--- src/rtl/datapath_sequencer.sv ---
// Multi-cycle control unit for the register-bank + ALU datapath.
// Walks each accepted instruction through DECODE, EXECUTE and WRITEBACK.
module datapath_sequencer #(
    parameter int         CNT_W   = 16,
    parameter logic [5:0] NOP_OPC = 6'h3F
) (
    input  logic             clk,
    input  logic             reset,
    input  logic [31:0]      instr,
    input  logic             instr_valid,
    output logic             instr_ready,
    output logic             op,
    output logic [4:0]       addr_a,
    output logic [4:0]       addr_b,
    output logic [4:0]       addr_d,
    output logic [31:0]      immed,
    output logic             y_sel,
    output logic             write,
    output logic             done,
    output logic             illegal,
    output logic [CNT_W-1:0] retired
);

    typedef enum logic [1:0] {
        S_IDLE,
        S_DECODE,
        S_EXECUTE,
        S_WRITEBACK
    } state_t;

    localparam logic [5:0] OPC_ADD  = 6'h00;
    localparam logic [5:0] OPC_SUB  = 6'h01;
    localparam logic [5:0] OPC_ADDI = 6'h10;
    localparam logic [5:0] OPC_SUBI = 6'h11;

    state_t      state, state_nxt;
    logic [31:0] ir;
    logic        op_q, y_sel_q;
    logic        in_op, in_y_sel;
    logic        is_alu, is_nop;
    logic [5:0]  opcode;

    assign opcode = ir[31:26];
    assign is_alu = (opcode == OPC_ADD) || (opcode == OPC_SUB) ||
                    (opcode == OPC_ADDI) || (opcode == OPC_SUBI);
    assign is_nop = !is_alu && (opcode == NOP_OPC);

    // ALU controls are decoded from the incoming word and captured with it, so
    // a cleared instruction register still presents op = y_sel = 0.
    always_comb begin
        in_op    = 1'b0;
        in_y_sel = 1'b0;
        case (instr[31:26])
            OPC_ADD:  begin in_op = 1'b0; in_y_sel = 1'b1; end
            OPC_SUB:  begin in_op = 1'b1; in_y_sel = 1'b1; end
            OPC_ADDI: begin in_op = 1'b0; in_y_sel = 1'b0; end
            OPC_SUBI: begin in_op = 1'b1; in_y_sel = 1'b0; end
            default:  ;
        endcase
    end

    // NOTE: state registers use non-blocking (<=) so every flop samples
    // pre-edge values regardless of statement order.
    always_ff @(posedge clk) begin
        if (reset) begin
            state   <= S_IDLE;
            ir      <= '0;
            op_q    <= 1'b0;
            y_sel_q <= 1'b0;
            retired <= '0;
        end else begin
            state <= state_nxt;
            if (state == S_IDLE && instr_valid) begin
                ir      <= instr;
                op_q    <= in_op;
                y_sel_q <= in_y_sel;
            end
            if (state == S_WRITEBACK)
                retired <= retired + 1'b1;
        end
    end

    // NOTE: every output of this block gets a default first, otherwise paths
    // that skip an assignment infer latches.
    always_comb begin
        state_nxt   = state;
        instr_ready = 1'b0;
        write       = 1'b0;
        done        = 1'b0;
        illegal     = 1'b0;
        case (state)
            S_IDLE: begin
                instr_ready = 1'b1;
                if (instr_valid)
                    state_nxt = S_DECODE;
            end
            S_DECODE: begin
                if (is_alu)
                    state_nxt = S_EXECUTE;
                else if (is_nop)
                    state_nxt = S_WRITEBACK;
                else begin
                    illegal   = 1'b1;
                    state_nxt = S_IDLE;
                end
            end
            S_EXECUTE:
                state_nxt = S_WRITEBACK;
            S_WRITEBACK: begin
                done      = 1'b1;
                write     = is_alu && (ir[25:21] != 5'd0);
                state_nxt = S_IDLE;
            end
            default:
                state_nxt = S_IDLE;
        endcase
    end

    assign op     = op_q;
    assign y_sel  = y_sel_q;
    assign addr_d = ir[25:21];
    assign addr_a = ir[20:16];
    assign addr_b = ir[15:11];
    assign immed  = {{16{ir[15]}}, ir[15:0]};

endmodule

--- config.mk ---
export PLATFORM = sky130hd
export DESIGN_NAME = datapath_sequencer
export DESIGN_NICKNAME = d
export VERILOG_FILES = /design/src/rtl/datapath_sequencer.sv
export SDC_FILE = /design/constraint.sdc
export NUM_CORES = 1
export LEC_CHECK = 0
export ABC_AREA = 0
export CORE_ASPECT_RATIO = 1.1
export CORE_MARGIN = 5
export CORE_UTILIZATION = 38
export DETAILED_ROUTE_END_ITERATION = 10
export PLACE_DENSITY = 0.73
export SETUP_SLACK_MARGIN = 0.2
export SLEW_MARGIN = 5
export SYNTH_ARGS = -nofsm -noshare
export SYNTH_HDL_FRONTEND = slang
export SYNTH_SLANG_ARGS = --single-unit
--- constraint.sdc ---
create_clock -name clk -period 1.7 [get_ports clk]
set_clock_uncertainty 0.2 [all_clocks]
set_input_delay 0.34 -clock clk [delete_from_list [all_inputs] [get_ports clk]]
set_output_delay 0.34 -clock clk [all_outputs]
set_load 0.02 [all_outputs]
==> metrics.txt, run 1 <==
Worst-Skew Late Latency=0.30 ns; GRT busiest layer=met2; Die Y=93.61 um; H-tree Lvls=2; top_reg_cell synth=dfxtp_1; Peak VDD IR=0.5040 mV; CP Class=flop to primary output; Pins Over Slew Limit=0; DP Cell Count=439; detailed-route vias per instance=4.650; met2 usage=0.2603; vias=2181; hold depth=2; Setup-failing EPs final=2; GPL Wtd Cong=0.8083; leakage power=0.001648 uW; Congestion Overflow GR=0; DIE AREA=8051 um2; Num CTS Buffers=5; Warnings, synthesis=0; # fillers=535; final net count=424; DPL Wire Length=4.182 mm; core area=6193 um2; ys async rst share=0; drt drc=0; number of I/O pins=104; synthesized cell area=2415 um2; antenna-violating nets left=0; clk sinks=52; Synth top area share=0.4311; diode count=0; Hold Crit Class=input port to flop; final WL=6.307 mm; P&R area growth vs syn=56.74%; largest cells by area after synthesis=dfxtp_1 (43%), buf_4 (16%), nand2_1 (11%); cell with the most instances after synthesis=nand2_1; RSZ-0062 raised after global routing=yes; multi-input logic area=1105 um2; power density cells=732.6 nW/um2; Max clock buf depth=2; Seq cells post-synth=52; port buffer count=103; Synth Area per Inst=8.131 um2; Root Driver=clkbuf_8; crit path launch type=flop; Worst-Margin Slew=0.3444 ns; most instantiated cells after synthesis=nand2_1 (73), dfxtp_1 (52), buf_4 (51); fin crit share=1.161; first-pass GRT wire length=9.880 mm; worst r2r path cells=4; Post-synth EDFFs=0; Final WS setup=-0.2743 ns; data required time of the worst path=1.16 ns; initial DRC count=90; Arrival @ worst endpoint=1.43 ns; outcome=complete, but fails checks; Total GRT Usage=0.1519; Starting Density=0.3899; initial antenna violation count=0; cts hold-fix bufs=0; violated checks=negative setup slack; met3 GRT Util=0.05286; fin crit period=1.974 ns; row count=30; DRT Pass-1 Iters=4; vias in the first global route=2114; die width=86.01 um; Mapped Nets=333; CTS tree=done; Fmax=506.5 MHz; post-synthesis sequential area ratio=0.4311; share of cells above drive strength 1=0.4319; Max-slew headroom=0.7683; met1 Use GR=0.1775; pin count of the biggest net entering global routing=35; crit path max fanout=2; Hold Slack=0.1538 ns; routed len/inst=13.45 um; dominant cell type by area after synthesis=dfxtp_1; Post-Layout Cell Count=469; register area=1092 um2; Fin. Hold Viols=0; Unique masters post-synth=33; post-layout util=0.6111; Fin Setup TNS=-0.4593 ns; Post-Synthesis Cells=297; Critical Path Sink Type=primary output; max-capacitance violation count=0; Clk pin slew, worst setup/hold paths=0.09 ns
## worst paths after layout
check	start	endpoint	slack, ns
min	reset	retired[8]	0.15
min reg2reg	ir[30]	ir[30]	0.26
max reg2reg	retired[7]	retired[15]	0.14
max	ir[21]	write	-0.27
## critical path: stages, from the launching register on
cell	delay, ns
dfxtp_1	0.32
or3_1	0.38
o311a_4	0.31
buf_6	0.13
## power by group
group          switching, uW  leakage [uW]  internal, uW  total (uW)
clock network            399     0.0000424           295         694
registers               48.6      0.000437          1280        1330
logic                    372       0.00117           379         751
## through the flow
stage / power [uW] / setup WS, ns / cell area, um2
finish: 2773 / -0.2743 / 3785
global placement: 2054 / -0.3856 / 3407
CTS: 2772 / -0.2908 / 3641
detailed placement: 2068 / -0.3904 / 3407
global route: 2923 / -0.3203 / 3785
floorplan: 1805 / 0.1251 / 2500
## cells by family (layout without fill, tap and decap cells)
logic type	count (synthesis)	after routing	synth area share
and+or+nand+nor	122	122	0.2363
buffers and inverters	66	158	0.1829
DFF	52	52	0.4311
AOI/OAI and AO/OA	42	42	0.09274
xor gates and xnor gates	13	13	0.04715
adders and majority gates	1	1	0.005181
muxes	1	1	0.004663
## per-layer routing
| layer | vias up | share of wire |
|---|---|---|
| met1 | 996 | 0.41 |
| li1 | 1106 | - |
| met5 | - | 0 |
| met3 | 5 | 0.092 |
| met4 | 0 | 0.0095 |
| met2 | 74 | 0.49 |
## registers in the layout, summed over array words and instances, names as in the netlist, named ones only
signal and cells:
ir 32, op 1, retired 16, state 1, y_sel 1
## layout make-up
type | count | share of cell area
Inverter | 4 | 0.004959
Timing Repair Buffer | 146 | 0.3656
Clock buffer | 7 | 0.02017
Sequential cell | 52 | 0.2886
Multi-Input combinational cell | 179 | 0.2919
Clock inverter | 1 | 0.002314
Tap cell | 80 | 0.02645
## cell usage in the layout (no fill, tap or decap), types with 3 or more instances in the layout
cell             instances
nand2_1                 73
a21oi_1                 35
clkdlybuf4s50_1         33
buf_2                   30
dfxtp_1                 29
buf_4                   27
buf_6                   22
nor2_1                  15
dfxtp_2                 14
buf_8                   14
xnor2_1                 10
clkdlybuf4s15_2         10
dfxtp_4                  9
nor4_4                   5
clkbuf_8                 5
clkbuf_2                 5
nand3_1                  4
nand4_1                  4
buf_12                   4
inv_1                    3
nor3_4                   3
xor2_1                   3
## what timing repair did
item                       in CTS  in global routing
setup endpoints to repair      80                 60
resized for setup             303                 69
pin swaps                      17                 18
gates cloned                    0                  2
buffers inserted               13                  7
Note: power is estimated with default switching activity, not from simulation.
==> inputs of run 2 (changes only) <==
--- a/config.mk
+++ b/config.mk
@@ -7,7 +7,7 @@
 export LEC_CHECK = 0
 export ABC_AREA = 0
 export CORE_ASPECT_RATIO = 1.1
-export CORE_MARGIN = 5
+export CORE_MARGIN = 8
 export CORE_UTILIZATION = 38
 export DETAILED_ROUTE_END_ITERATION = 10
 export PLACE_DENSITY = 0.73
==> metrics.txt, run 2 (synthesized netlist as in run 1, its figures left out) <==
Pins Over Slew Limit=0; Internal=2158 uW; cts hold-fix bufs=0; Fin. Hold Viols=0; DIE AREA=9165 um2; detailed-route vias per instance=4.927; final WL=7.966 mm; Arrival @ worst endpoint=1.47 ns; pin count of the biggest net entering global routing=37; H-tree Lvls=2; P&R area growth vs syn=79.74%; port buffer count=103; Post-DP Area=3379 um2; max reg flops=32; Total GRT Usage=0.1511; Congestion Overflow GR=0; most flop-heavy register=ir; vias=2355; proportion of power drawn by combinational gates=0.338; leakage power=0.001939 uW; max-capacitance violation count=0; Net Sw Power=1000 uW; Die Y=99.61 um; diode count=0; data required time of the worst path=1.16 ns; number of I/O pins=104; share of cells above drive strength 1=0.6131; routed len/inst=16.67 um; vias in the first global route=2221; clk sinks=52; violated checks=negative setup slack; RSZ-0062 raised after global routing=yes; power density cells=727.6 nW/um2; fin crit share=1.184; DPL Wire Length=4.398 mm; Final WS setup=-0.3120 ns; Root Driver=clkbuf_8; antenna-violating nets left=0; initial antenna violation count=0; Worst-Margin Slew=0.5844 ns; leading cell type in the layout, fill and taps excluded=nand2_1; clock share of power=0.240; Peak VDD IR=0.4419 mV; core area=6156 um2; Hold Crit Class=input port to flop; row count=30; # fillers=458; first-pass GRT wire length=11.25 mm; outcome=complete, but fails checks; Max-slew headroom=0.6104; Final Cell Area=4340 um2; Flop pwr share=0.422; initial DRC count=73; switch share=0.3168; Num CTS Buffers=5; Starting Density=0.3923; Critical Path Sink Type=primary output; crit path launch type=flop; die width=92.01 um; Clk pin slew, worst setup/hold paths=0.09 ns; DRT Pass-1 Iters=4; crit path max fanout=2; Max clock buf depth=2; most frequent cells in the layout=nand2_1 (41), buf_2 (34), clkdlybuf4s50_1 (33); fin crit period=2.012 ns; GPL Wtd Cong=0.7309; CTS tree=done; Worst-Skew Late Latency=0.31 ns; Fmax=497.0 MHz; Fin Setup TNS=-0.7535 ns; top flop regs=ir x32, retired x16; Setup-failing EPs final=4; drt drc=0; final net count=433; CP Class=flop to primary output
==> run 2: worst paths after layout <==
path	start	depth (start not counted)	slack (ns)	to
worst min register to register	ir[19]	2	0.26	ir[19]
worst max-delay path	ir[22]	3	-0.31	write
worst min-delay path	reset	3	0.22	retired[15]
worst max register to register	ir[27]	8	-0.14	flop
==> run 2: area by class of cell <==
cell class	count	area (um2)	area share
clock inverters	2	13.76	0.003171
repair buffers	155	1562	0.3598
well taps	80	100.1	0.02306
clock buffers	6	82.58	0.01903
flip-flops and latches	52	1099	0.2531
inverters	4	18.77	0.004324
multi-input cells	179	1465	0.3376
==> run 2: routing by layer <==
metal | routed length (um) | vias up | track usage
li1 | - | 1129 | -
met1 | 3273 | 1103 | 0.1816
met2 | 3995 | 110 | 0.2478
met3 | 577 | 13 | 0.05803
met4 | 120 | 0 | 0.03350
met5 | 0 | - | 0
==> run 2: power groups by stage <==
| stage | Sequential [uW] | Combinational [uW] | Clock [uW] |
|---|---|---|---|
| 3_3_place_gp | 1350 | 697 | 0 |
| 6_report | 1330 | 1070 | 757 |
| 3_5_place_dp | 1350 | 705 | 0 |
| 5_1_grt | 1340 | 1130 | 835 |
| 4_1_cts | 1330 | 788 | 784 |
| 2_1_floorplan | 1350 | 456 | 0 |
==> run 2: repair_timing <==
action / 4_1_cts / 5_1_grt
endpoints found under the setup margin: 85 / 88
buffers inserted: 18 / 7
pin swaps: 18 / 74
gates resized for setup: 314 / 170
gates cloned: 1 / 7
==> run 2: through the flow <==
step / worst slack, ns / cells / power (uW) / hold slack (ns) / util
2_1_floorplan: 0.1251 / 297 / 1805 / 0.2322 / -
3_3_place_gp: -0.3858 / 437 / 2046 / 0.2389 / 0.5490
3_5_place_dp: -0.4080 / 437 / 2060 / 0.2457 / 0.5490
4_1_cts: -0.3154 / 464 / 2901 / 0.2050 / 0.5994
5_1_grt: -0.3613 / 478 / 3305 / 0.2174 / 0.7051
6_report: -0.3120 / 478 / 3158 / 0.2224 / 0.7051
==> run 2: worst max-delay path, cell delays in order, from the launching register on <==
cell and delay (ns):
dfxtp_2 0.33, or3_4 0.38, o311a_4 0.32, buf_6 0.13
